==> src/rtl/screen_compositor.sv <==
// screen_compositor: picks the highest-priority layer colour for each pixel,
// optionally scales it by a fade level, blanks it outside the visible area and
// delays colour and syncs by LAT cycles so that they stay aligned.
// Define SCREEN_COMPOSITOR_FADE_EN to build the fade FSM and colour scaling.
// Without that macro the colour passes through unscaled and fade_busy is 0.
module screen_compositor #(
    parameter int COLOR_BITS  = 4,
    parameter int N_LAYERS    = 4,
    parameter int LAT         = 2,
    parameter int FADE_FRAMES = 4
) (
    input  logic                               clk_25,
    input  logic                               reset,
    input  logic                               hsync_in,
    input  logic                               vsync_in,
    input  logic                               en_in,
    input  logic [N_LAYERS-1:0]                layer_dr,
    input  logic [N_LAYERS*3*COLOR_BITS-1:0]   layer_rgb,
    input  logic [3*COLOR_BITS-1:0]            bg_rgb,
    input  logic                               fade_start,
    input  logic                               fade_dir,
    output logic                               h_sync,
    output logic                               v_sync,
    output logic [COLOR_BITS-1:0]              red,
    output logic [COLOR_BITS-1:0]              green,
    output logic [COLOR_BITS-1:0]              blue,
    output logic                               fade_busy,
    output logic [15:0]                        frame_cnt
);

    localparam int CW = 3 * COLOR_BITS;

    logic                vsync_q;
    logic                frame_boundary;
    logic [CW-1:0]       sel_rgb;
    logic [CW-1:0]       pix_rgb;
    logic [CW-1:0]       rgb_pipe [LAT];
    logic [LAT-1:0]      hs_pipe;
    logic [LAT-1:0]      vs_pipe;

    // A frame ends where vsync_in falls relative to its registered copy.
    assign frame_boundary = vsync_q & ~vsync_in;

    // Registered vsync copy and the completed-frame counter (wraps naturally).
    always_ff @(posedge clk_25) begin
        if (reset) begin
            vsync_q   <= 1'b1;
            frame_cnt <= 16'd0;
        end else begin
            vsync_q   <= vsync_in;
            frame_cnt <= frame_cnt + {15'd0, frame_boundary};
        end
    end

    // Lowest-indexed requesting layer wins; background when nobody requests.
    always_comb begin
        sel_rgb = bg_rgb;
        for (int i = N_LAYERS - 1; i >= 0; i--) begin
            if (layer_dr[i]) begin
                sel_rgb = layer_rgb[i*CW +: CW];
            end
        end
    end

`ifdef SCREEN_COMPOSITOR_FADE_EN

    typedef enum logic [1:0] {
        IDLE     = 2'd0,
        FADE_OUT = 2'd1,
        FADE_IN  = 2'd2
    } fade_state_t;

    localparam int                PW        = 2 * COLOR_BITS;
    localparam logic [COLOR_BITS:0] FULL     = {1'b1, {COLOR_BITS{1'b0}}};
    localparam logic [COLOR_BITS:0] LVL_ZERO = '0;
    localparam logic [COLOR_BITS:0] LVL_ONE  = 1;
    localparam logic [COLOR_BITS:0] NEAR_FULL = FULL - LVL_ONE;
    localparam logic [7:0]        STEP_LAST = 8'(FADE_FRAMES - 1);

    fade_state_t         state;
    logic [COLOR_BITS:0] level;
    logic [7:0]          step_cnt;

    // Full-width product before the shift, so level=2^COLOR_BITS returns c exactly.
    function automatic logic [COLOR_BITS-1:0] scale(input logic [COLOR_BITS-1:0] c,
                                                    input logic [COLOR_BITS:0]   lvl);
        scale = COLOR_BITS'((PW'(c) * PW'(lvl)) >> COLOR_BITS);
    endfunction

    // Fade FSM: a level step every FADE_FRAMES boundaries, ending on the step that hits the limit.
    always_ff @(posedge clk_25) begin
        if (reset) begin
            state     <= IDLE;
            level     <= FULL;
            step_cnt  <= 8'd0;
            fade_busy <= 1'b0;
        end else begin
            case (state)
                IDLE: begin
                    if (fade_start) begin
                        state     <= fade_dir ? FADE_IN : FADE_OUT;
                        step_cnt  <= 8'd0;
                        fade_busy <= 1'b1;
                    end
                end
                FADE_OUT: begin
                    if (frame_boundary) begin
                        if (step_cnt == STEP_LAST) begin
                            step_cnt <= 8'd0;
                            if (level != LVL_ZERO) begin
                                level <= level - LVL_ONE;
                            end
                            if (level <= LVL_ONE) begin
                                state     <= IDLE;
                                fade_busy <= 1'b0;
                            end
                        end else begin
                            step_cnt <= step_cnt + 8'd1;
                        end
                    end
                end
                FADE_IN: begin
                    if (frame_boundary) begin
                        if (step_cnt == STEP_LAST) begin
                            step_cnt <= 8'd0;
                            if (level != FULL) begin
                                level <= level + LVL_ONE;
                            end
                            if (level >= NEAR_FULL) begin
                                state     <= IDLE;
                                fade_busy <= 1'b0;
                            end
                        end else begin
                            step_cnt <= step_cnt + 8'd1;
                        end
                    end
                end
                default: begin
                    state     <= IDLE;
                    fade_busy <= 1'b0;
                end
            endcase
        end
    end

    // Scale each channel by the current level, forcing black outside the visible area.
    always_comb begin
        pix_rgb = '0;
        if (en_in) begin
            pix_rgb = {scale(sel_rgb[CW-1 -: COLOR_BITS], level),
                       scale(sel_rgb[2*COLOR_BITS-1 -: COLOR_BITS], level),
                       scale(sel_rgb[COLOR_BITS-1:0], level)};
        end
    end

`else

    localparam int unused_fade_frames = FADE_FRAMES;
    logic unused_fade_inputs;

    assign unused_fade_inputs = ^{fade_start, fade_dir};
    assign fade_busy          = 1'b0;

    // Unscaled colour, forced black outside the visible area.
    always_comb begin
        pix_rgb = '0;
        if (en_in) begin
            pix_rgb = sel_rgb;
        end
    end

`endif

    // LAT-deep colour and sync pipelines; syncs idle high, colour idles black.
    always_ff @(posedge clk_25) begin
        if (reset) begin
            for (int i = 0; i < LAT; i++) begin
                rgb_pipe[i] <= '0;
            end
            hs_pipe <= '1;
            vs_pipe <= '1;
        end else begin
            rgb_pipe[0] <= pix_rgb;
            hs_pipe[0]  <= hsync_in;
            vs_pipe[0]  <= vsync_in;
            for (int i = 1; i < LAT; i++) begin
                rgb_pipe[i] <= rgb_pipe[i-1];
                hs_pipe[i]  <= hs_pipe[i-1];
                vs_pipe[i]  <= vs_pipe[i-1];
            end
        end
    end

    assign h_sync = hs_pipe[LAT-1];
    assign v_sync = vs_pipe[LAT-1];
    assign red    = rgb_pipe[LAT-1][CW-1 -: COLOR_BITS];
    assign green  = rgb_pipe[LAT-1][2*COLOR_BITS-1 -: COLOR_BITS];
    assign blue   = rgb_pipe[LAT-1][COLOR_BITS-1:0];

endmodule
==> config.mk <==
export PLATFORM = sky130hd
export DESIGN_NAME = screen_compositor
export DESIGN_NICKNAME = d
export VERILOG_FILES = /design/src/rtl/screen_compositor.sv
export SDC_FILE = /design/constraint.sdc
export NUM_CORES = 1
export LEC_CHECK = 0
export BUFFER_PORTS_ARGS = -buffer_cell sky130_fd_sc_hd__buf_4
export CAP_MARGIN = 5
export CORE_MARGIN = 2
export CORE_UTILIZATION = 33
export DETAILED_ROUTE_END_ITERATION = 16
export PLACE_DENSITY = 0.61
export RECOVER_POWER = 25
export SKIP_CTS_REPAIR_TIMING = 1
export SLEW_MARGIN = 5
export SYNTH_ARGS = -nofsm -noshare
export SYNTH_HDL_FRONTEND = slang
export SYNTH_SLANG_ARGS = --single-unit
==> constraint.sdc <==
create_clock -name clk_25 -period 4.8 [get_ports clk_25]
set_input_delay 0 -clock clk_25 [delete_from_list [all_inputs] [get_ports clk_25]]
set_output_delay 0 -clock clk_25 [all_outputs]
set_load 0.005 [all_outputs]
==> results by group, run 1 <==
Setup path
  – FF-to-FF setup slack: about 3000 ps
  – CP Capture Type: flop
  – CP Max Fanout: 4
  – RR Startpoint: vs_pipe[0]$_SDFF_PP1_
  – Crit Reg-Reg Endpoint: frame_cnt[14]$_SDFF_PP0_
  – Critical Path AT: between 2000 and 2500 ps
  – Required time worst endpoint: approximately 5000 ps
  – Worst Setup Path Type: primary input to flop
  – R2R cell count: 6
  – Crit start category: primary input

Die
  – Initial Util: 0.338
  – Num ports: 102
  – Die Wd: between 80 and 90 um
  – Core area: 0.00628 mm^2
  – Site Rows: 29
  – Die H: 84.2 um
  – Full die area: approximately 0.0071 mm^2

Routing
  – DRC viols: 0
  – 1st-iter DRT viols: 43
  – Drt total wl: around 4700 um
  – Vias: approximately 1900
  – TritonRoute pass-1 iters: 4
  – Post-DRT Antenna Nets: 0
  – Vias per cell: about 4.8
  – Routed length per instance: ~12 um

Finish
  – Share of layout cells above drive strength 1: 0.370
  – Design Area, Final: approximately 0.003 mm^2
  – Final net count: between 300 and 400
  – Antenna Cells: 0
  – Syn-to-layout area delta: 42.1%
  – Final core utilization: 0.481

Pwr
  – Static Leak: ~0.0014 uW
  – Worst vdd ir: approximately 0.13 mV
  – Switching power summed over all nets: between 150 and 200 uW
  – Power share of the clock group: 0.359
  – Power per Cell Area: 253 mW/mm^2
  – Internal power: ~600 uW
  – Switch share: 0.214
  – Sequential Power Share: 0.499
  – Comb pwr share: 0.142

Timing
  – Worst Hold Slack: -19.8 ps
  – Fin worst setup slack: roughly 2900 ps
  – Peak Freq: 0.529 GHz
  – Setup TNS: 0 ps
  – Min Clock Period, post-route: around 1900 ps
  – RSZ-0062 raised after global routing: no
  – Final hold viol count: 3
  – Fraction of the cycle the final worst path needs: 0.394
  – Max Slew Vio Count: 0
  – Clock skew: slightly below 7 ps
  – Final setup fails: 0

Logic synthesis
  – Yosys cell types: 31
  – Top cell type's share of synthesized area: 0.415
  – Post-synth ARST share: 0
  – Top cells by area, synth: dfxtp_1 41%, mux2_1 7.4%, nor2b_1 5.6%, a221oi_1 4.9%, buf_4 4.6%
  – Syn Inst Count: 225
  – Synth Warn #: 0
  – EDFF count, synth: 0
  – Mapped Area: about 0.0021 mm^2
  – Synth Register Bits: 44
  – Count leader, synth: dfxtp_1
  – Post-synth top area cell: dfxtp_1
  – Syn nets: around 300
  – Post-synth top cells: 44 x dfxtp_1, 19 x a21oi_1, 19 x nor2b_1, 14 x inv_1, 14 x mux2_1
  – Mean area per synthesized cell: approximately 9.4 um^2
  – Sequential fraction of the synthesis area: 0.415
  – Most used DFF post-synth: dfxtp_1

Placed design
  – Place WS: 2930 ps
  – Dpl cell area: between 0.002 and 0.003 mm^2
  – Final RePlAce weighted congestion: approximately 0.71
  – Dpl hpwl: ~3600 um
  – IO Port Bufs: 98

GRT
  – Initial antenna violation count: 0
  – First-pass GRT wire length: roughly 7900 um
  – Total GRT Usage: 0.133
  – Largest net degree at the start of global routing: 38
  – Vias in the first global route: between 1500 and 2000
  – Total gr overflow: 0

Worst hold path
  – Hold Crit Class: primary input to flop
  – Hold Path Origin: layer_rgb[0]
  – Hold Crit Depth: 3
  – Hold worst-path end: rgb_pipe[0][0]$_SDFF_PP0_

Clock network
  – Clock slew at reported path FFs: about 80 ps
  – Sink Count: 44
  – Clock tree root buffer cell: clkbuf_8
  – Number of CTS-inserted buffers: 5
  – Largest buffer count on any clock path: 2
  – H-tree Lvls: 2
  – TritonCTS clock tree: built
  – Clk Latency, worst-skew pair: about 290 ps

Status
  – Status: finished with violations
  – Violated checks: negative hold slack

Flow run
  – Maxcap violations: 0
-- cells in the final DEF, fill, tap and decap left out, types with 3 or more instances in the layout --
master and instances:
a21oi_1 19, a221oi_1 12, buf_4 94, clkbuf_4 4, clkbuf_8 5, dfxtp_1 44
dlygate4sd3_1 11, ha_1 3, inv_1 14, mux2_1 14, nand2_1 5, nand2b_1 13
nand3_1 6, nor2_1 7, nor2b_1 19, o211ai_1 12, o21ai_0 4, o31ai_1 3
or2_2 4, or3_1 4, or4_1 3
-- worst max path at each step --
stage	startpoint	endpoint	slack, ps	cells past startpoint
5_1_grt	vsync_in	frame_cnt[14]$_SDFF_PP0_	2760	8
6_report	vsync_in	frame_cnt[14]$_SDFF_PP0_	2910	8
3_3_place_gp	vs_pipe[0]$_SDFF_PP1_	frame_cnt[12]$_SDFF_PP0_	2960	6
3_5_place_dp	vs_pipe[0]$_SDFF_PP1_	frame_cnt[12]$_SDFF_PP0_	2930	6
2_1_floorplan	vs_pipe[0]$_SDFF_PP1_	frame_cnt[14]$_SDFF_PP0_	3100	6
4_1_cts	vs_pipe[0]$_SDFF_PP1_	frame_cnt[12]$_SDFF_PP0_	2920	6
-- power groups by stage --
stage / combinational [uW] / clock, uW / sequential [uW]
after floorplan: 49.8 / 0 / 388
after global placement: 101 / 0 / 389
after detailed placement: 102 / 0 / 389
after CTS: 103 / 286 / 381
after global routing: 121 / 300 / 381
final: 108 / 274 / 380
-- flip-flops by register name (all words and copies together), names as in the netlist --
register / flops
vs_pipe: 2
frame_cnt: 16
rgb_pipe: 24
hs_pipe: 2
-- cells by family after synthesis --
group	Yosys count	synth area share
multiplexers	16	0.0849
AND/OR/NAND/NOR	68	0.212
XOR/XNOR	3	0.0124
other	1	0.00177
adder cells (fa/ha/maj)	3	0.0177
flip-flops	44	0.415
AO/OA/AOI/OAI	50	0.157
buffers and inverters	40	0.100
-- per-layer routing --
layer | global-route usage | routed length [um]
met1 | 0.157 | 1930
met2 | 0.227 | 2330
met3 | 0.0492 | 431
met4 | 0.0396 | 23
met5 | 0 | 0
-- cell type report --
class,count,area [um^2]
inverter,14,52.6
clock inverter,3,42.5
multi-input combinational,141,1030
fill,619,3260
timing repair buffer,109,846
clock buffer,5,68.8
sequential,44,881
tap,77,96.3
-- worst max-delay path: stages --
cell and delay [ps]:
dlygate4sd3_1 540, buf_4 140, nor2b_1 150, ha_1 200, ha_1 230, nand2_1 180
nor4_4 310, mux2_1 340
-- per-stage QoR --
stage | total power, uW | std cells
finish | 762 | 393
global route | 803 | 393
CTS | 769 | 382
detailed placement | 491 | 374
global placement | 489 | 374
floorplan | 438 | 225
(Power assumes the default switching activity.)
==> inputs of run 2 (changes only) <==
Settings changed: PLACE_DENSITY 0.61 to 0.64.
Clock period 4.8 ns to 1.62 ns, I/O delays scaled along.
==> run 2 against run 1 <==
Critical endpoint is now frame_cnt[12]$_SDFF_PP0_. Global-route usage up 0.49 points. Register-to-register slack worse by 2900 ps. Die area unchanged. Cell area up 6.3%. Critical path depth down 2. First-iteration DRC count down 19%. Wire length up 2.4%. The run still ends with negative hold slack left. Worst setup slack worse by 2900 ps.
==> results by group, run 2 (synthesis gave the netlist of run 1 again) <==
Status
  – Status: finished with violations
  – Violated checks: negative hold slack

Placed design
  – Dpl hpwl: roughly 3800 um
  – Final RePlAce weighted congestion: 0.814
  – Dpl cell area: a little under 0.003 mm^2
  – IO Port Bufs: between 90 and 100

Setup path
  – FF-to-FF setup slack: roughly 40 ps
  – Required time worst endpoint: approximately 1800 ps
  – RR Startpoint: vs_pipe[0]$_SDFF_PP1_
  – Worst Setup Path Type: flop to flop
  – Crit Reg-Reg Endpoint: frame_cnt[12]$_SDFF_PP0_
  – CP Capture Type: flop
  – CP Max Fanout: 4
  – R2R cell count: 6
  – Crit start category: flop
  – Critical Path AT: roughly 1800 ps

Clock network
  – Clock tree root buffer cell: clkbuf_8
  – Clock slew at reported path FFs: 90 ps
  – Clk Latency, worst-skew pair: ~300 ps
  – Sink Count: 44
  – Number of CTS-inserted buffers: 5
  – Largest buffer count on any clock path: 2
  – TritonCTS clock tree: built
  – H-tree Lvls: 2

Finish
  – Largest regs: rgb_pipe (24), frame_cnt (16)
  – Share of layout cells above drive strength 1: 0.415
  – Syn-to-layout area delta: 51.0%
  – Max FFs per register: 24
  – Most frequent cells in the layout: 108 x buf_4, 43 x dfxtp_1, 18 x nor2b_1, 17 x a21oi_1
  – Antenna Cells: 0
  – Design Area, Final: 0.00321 mm^2
  – Final net count: between 400 and 500
  – Commonest non-fill, non-tap cell in the layout: buf_4
  – Top reg by flops: rgb_pipe
  – Final core utilization: 0.511

Die
  – Num ports: ~100
  – Core area: about 0.0063 mm^2
  – Initial Util: 0.338
  – Die H: between 80 and 90 um
  – Full die area: 0.00709 mm^2
  – Site Rows: 29
  – Die Wd: 84.2 um

Timing
  – Slew margin rel.: 0.639
  – Final hold viol count: 1
  – Worst Hold Slack: -14.6 ps
  – Max Slew Vio Count: 0
  – Final setup fails: 0
  – Clock skew: roughly 6.4 ps
  – Peak Freq: about 0.63 GHz
  – Min Clock Period, post-route: approximately 1600 ps
  – Worst-margin pin slew: roughly 540 ps
  – Fraction of the cycle the final worst path needs: 0.975
  – RSZ-0062 raised after global routing: yes

Routing
  – Metal2 WL: roughly 2400 um
  – M1 WL: 1940 um
  – Drt total wl: a little under 5000 um
  – Met3 wire length: approximately 430 um
  – Routed length per instance: 11.9 um
  – DR top layer: met4
  – 1st-iter DRT viols: 35
  – Vias per cell: around 4.7
  – TritonRoute pass-1 iters: 4
  – Post-DRT Antenna Nets: 0
  – DRC viols: 0
  – Vias: 1924

GRT
  – First-pass GRT wire length: around 8000 um
  – Largest net degree at the start of global routing: 25
  – Initial antenna violation count: 0
  – Total gr overflow: 0
  – Vias in the first global route: about 1900
  – Total GRT Usage: 0.138

Worst hold path
  – Hold Crit Depth: 3
  – Hold worst-path end: rgb_pipe[0][2]$_SDFF_PP0_
  – Hold Crit Class: primary input to flop
  – Hold Path Origin: layer_rgb[2]

Pwr
  – Static Leak: ~0.0015 uW
  – Power per Cell Area: just over 700 mW/mm^2
  – Worst vdd ir: ~0.38 mV

Flow run
  – Maxcap violations: 0
-- run 2: layout make-up --
| cell class | count | area [um^2] |
|---|---|---|
| Timing Repair Buffer | 123 | 965 |
| Fill cell | 613 | 3070 |
| Tap cell | 77 | 96.3 |
| Inverter | 14 | 52.6 |
| Sequential cell | 44 | 882 |
| Clock inverter | 3 | 47.5 |
| Clock buffer | 5 | 68.8 |
| Multi-Input combinational cell | 141 | 1090 |
-- run 2: worst max-delay path by stage --
stage                     startpoint                       end  depth (start not counted)
2_1_floorplan  vs_pipe[0]$_SDFF_PP1_  frame_cnt[14]$_SDFF_PP0_                          6
6_report       vs_pipe[0]$_SDFF_PP1_  frame_cnt[12]$_SDFF_PP0_                          6
3_3_place_gp   vs_pipe[0]$_SDFF_PP1_  frame_cnt[14]$_SDFF_PP0_                          6
4_1_cts        vs_pipe[0]$_SDFF_PP1_  frame_cnt[14]$_SDFF_PP0_                          6
3_5_place_dp   vs_pipe[0]$_SDFF_PP1_  frame_cnt[14]$_SDFF_PP0_                          6
5_1_grt        vs_pipe[0]$_SDFF_PP1_  frame_cnt[12]$_SDFF_PP0_                          6
-- run 2: worst max-delay path, cell delays in order, from the launching register on --
cell and delay [ps]:
dfxtp_2 330, nor2b_4 160, ha_4 150, ha_4 150, nand2_4 70, nor4_4 270, mux2_1 330
-- run 2: per-layer routing --
metal,up-vias,track usage
met2,84,0.240
met5,-,0
met4,0,0.0367
li1,979,-
met3,7,0.0462
met1,854,0.164
-- run 2: per-stage QoR --
| step | setup TNS (ps) | instances | power (uW) | hold WS (ps) | worst slack (ps) |
|---|---|---|---|---|---|
| 2_1_floorplan | 0 | 225 | 1300 | 104 | 32.7 |
| 3_3_place_gp | 0 | 386 | 1460 | 185 | 5.87 |
| 6_report | 0 | 407 | 2310 | -14.6 | 40.3 |
| 4_1_cts | -126 | 394 | 2310 | -126 | -65.0 |
| 3_5_place_dp | -72.8 | 386 | 1460 | 189 | -42.6 |
| 5_1_grt | -25.3 | 407 | 2420 | 3.72 | -20.3 |
-- run 2: power breakdown --
| part | internal, uW | switching [uW] | leakage (uW) |
|---|---|---|---|
| Combinational | 211 | 120 | 0.00105 |
| Clock | 464 | 385 | 0.0000583 |
| Sequential | 1120 | 13.2 | 0.000359 |
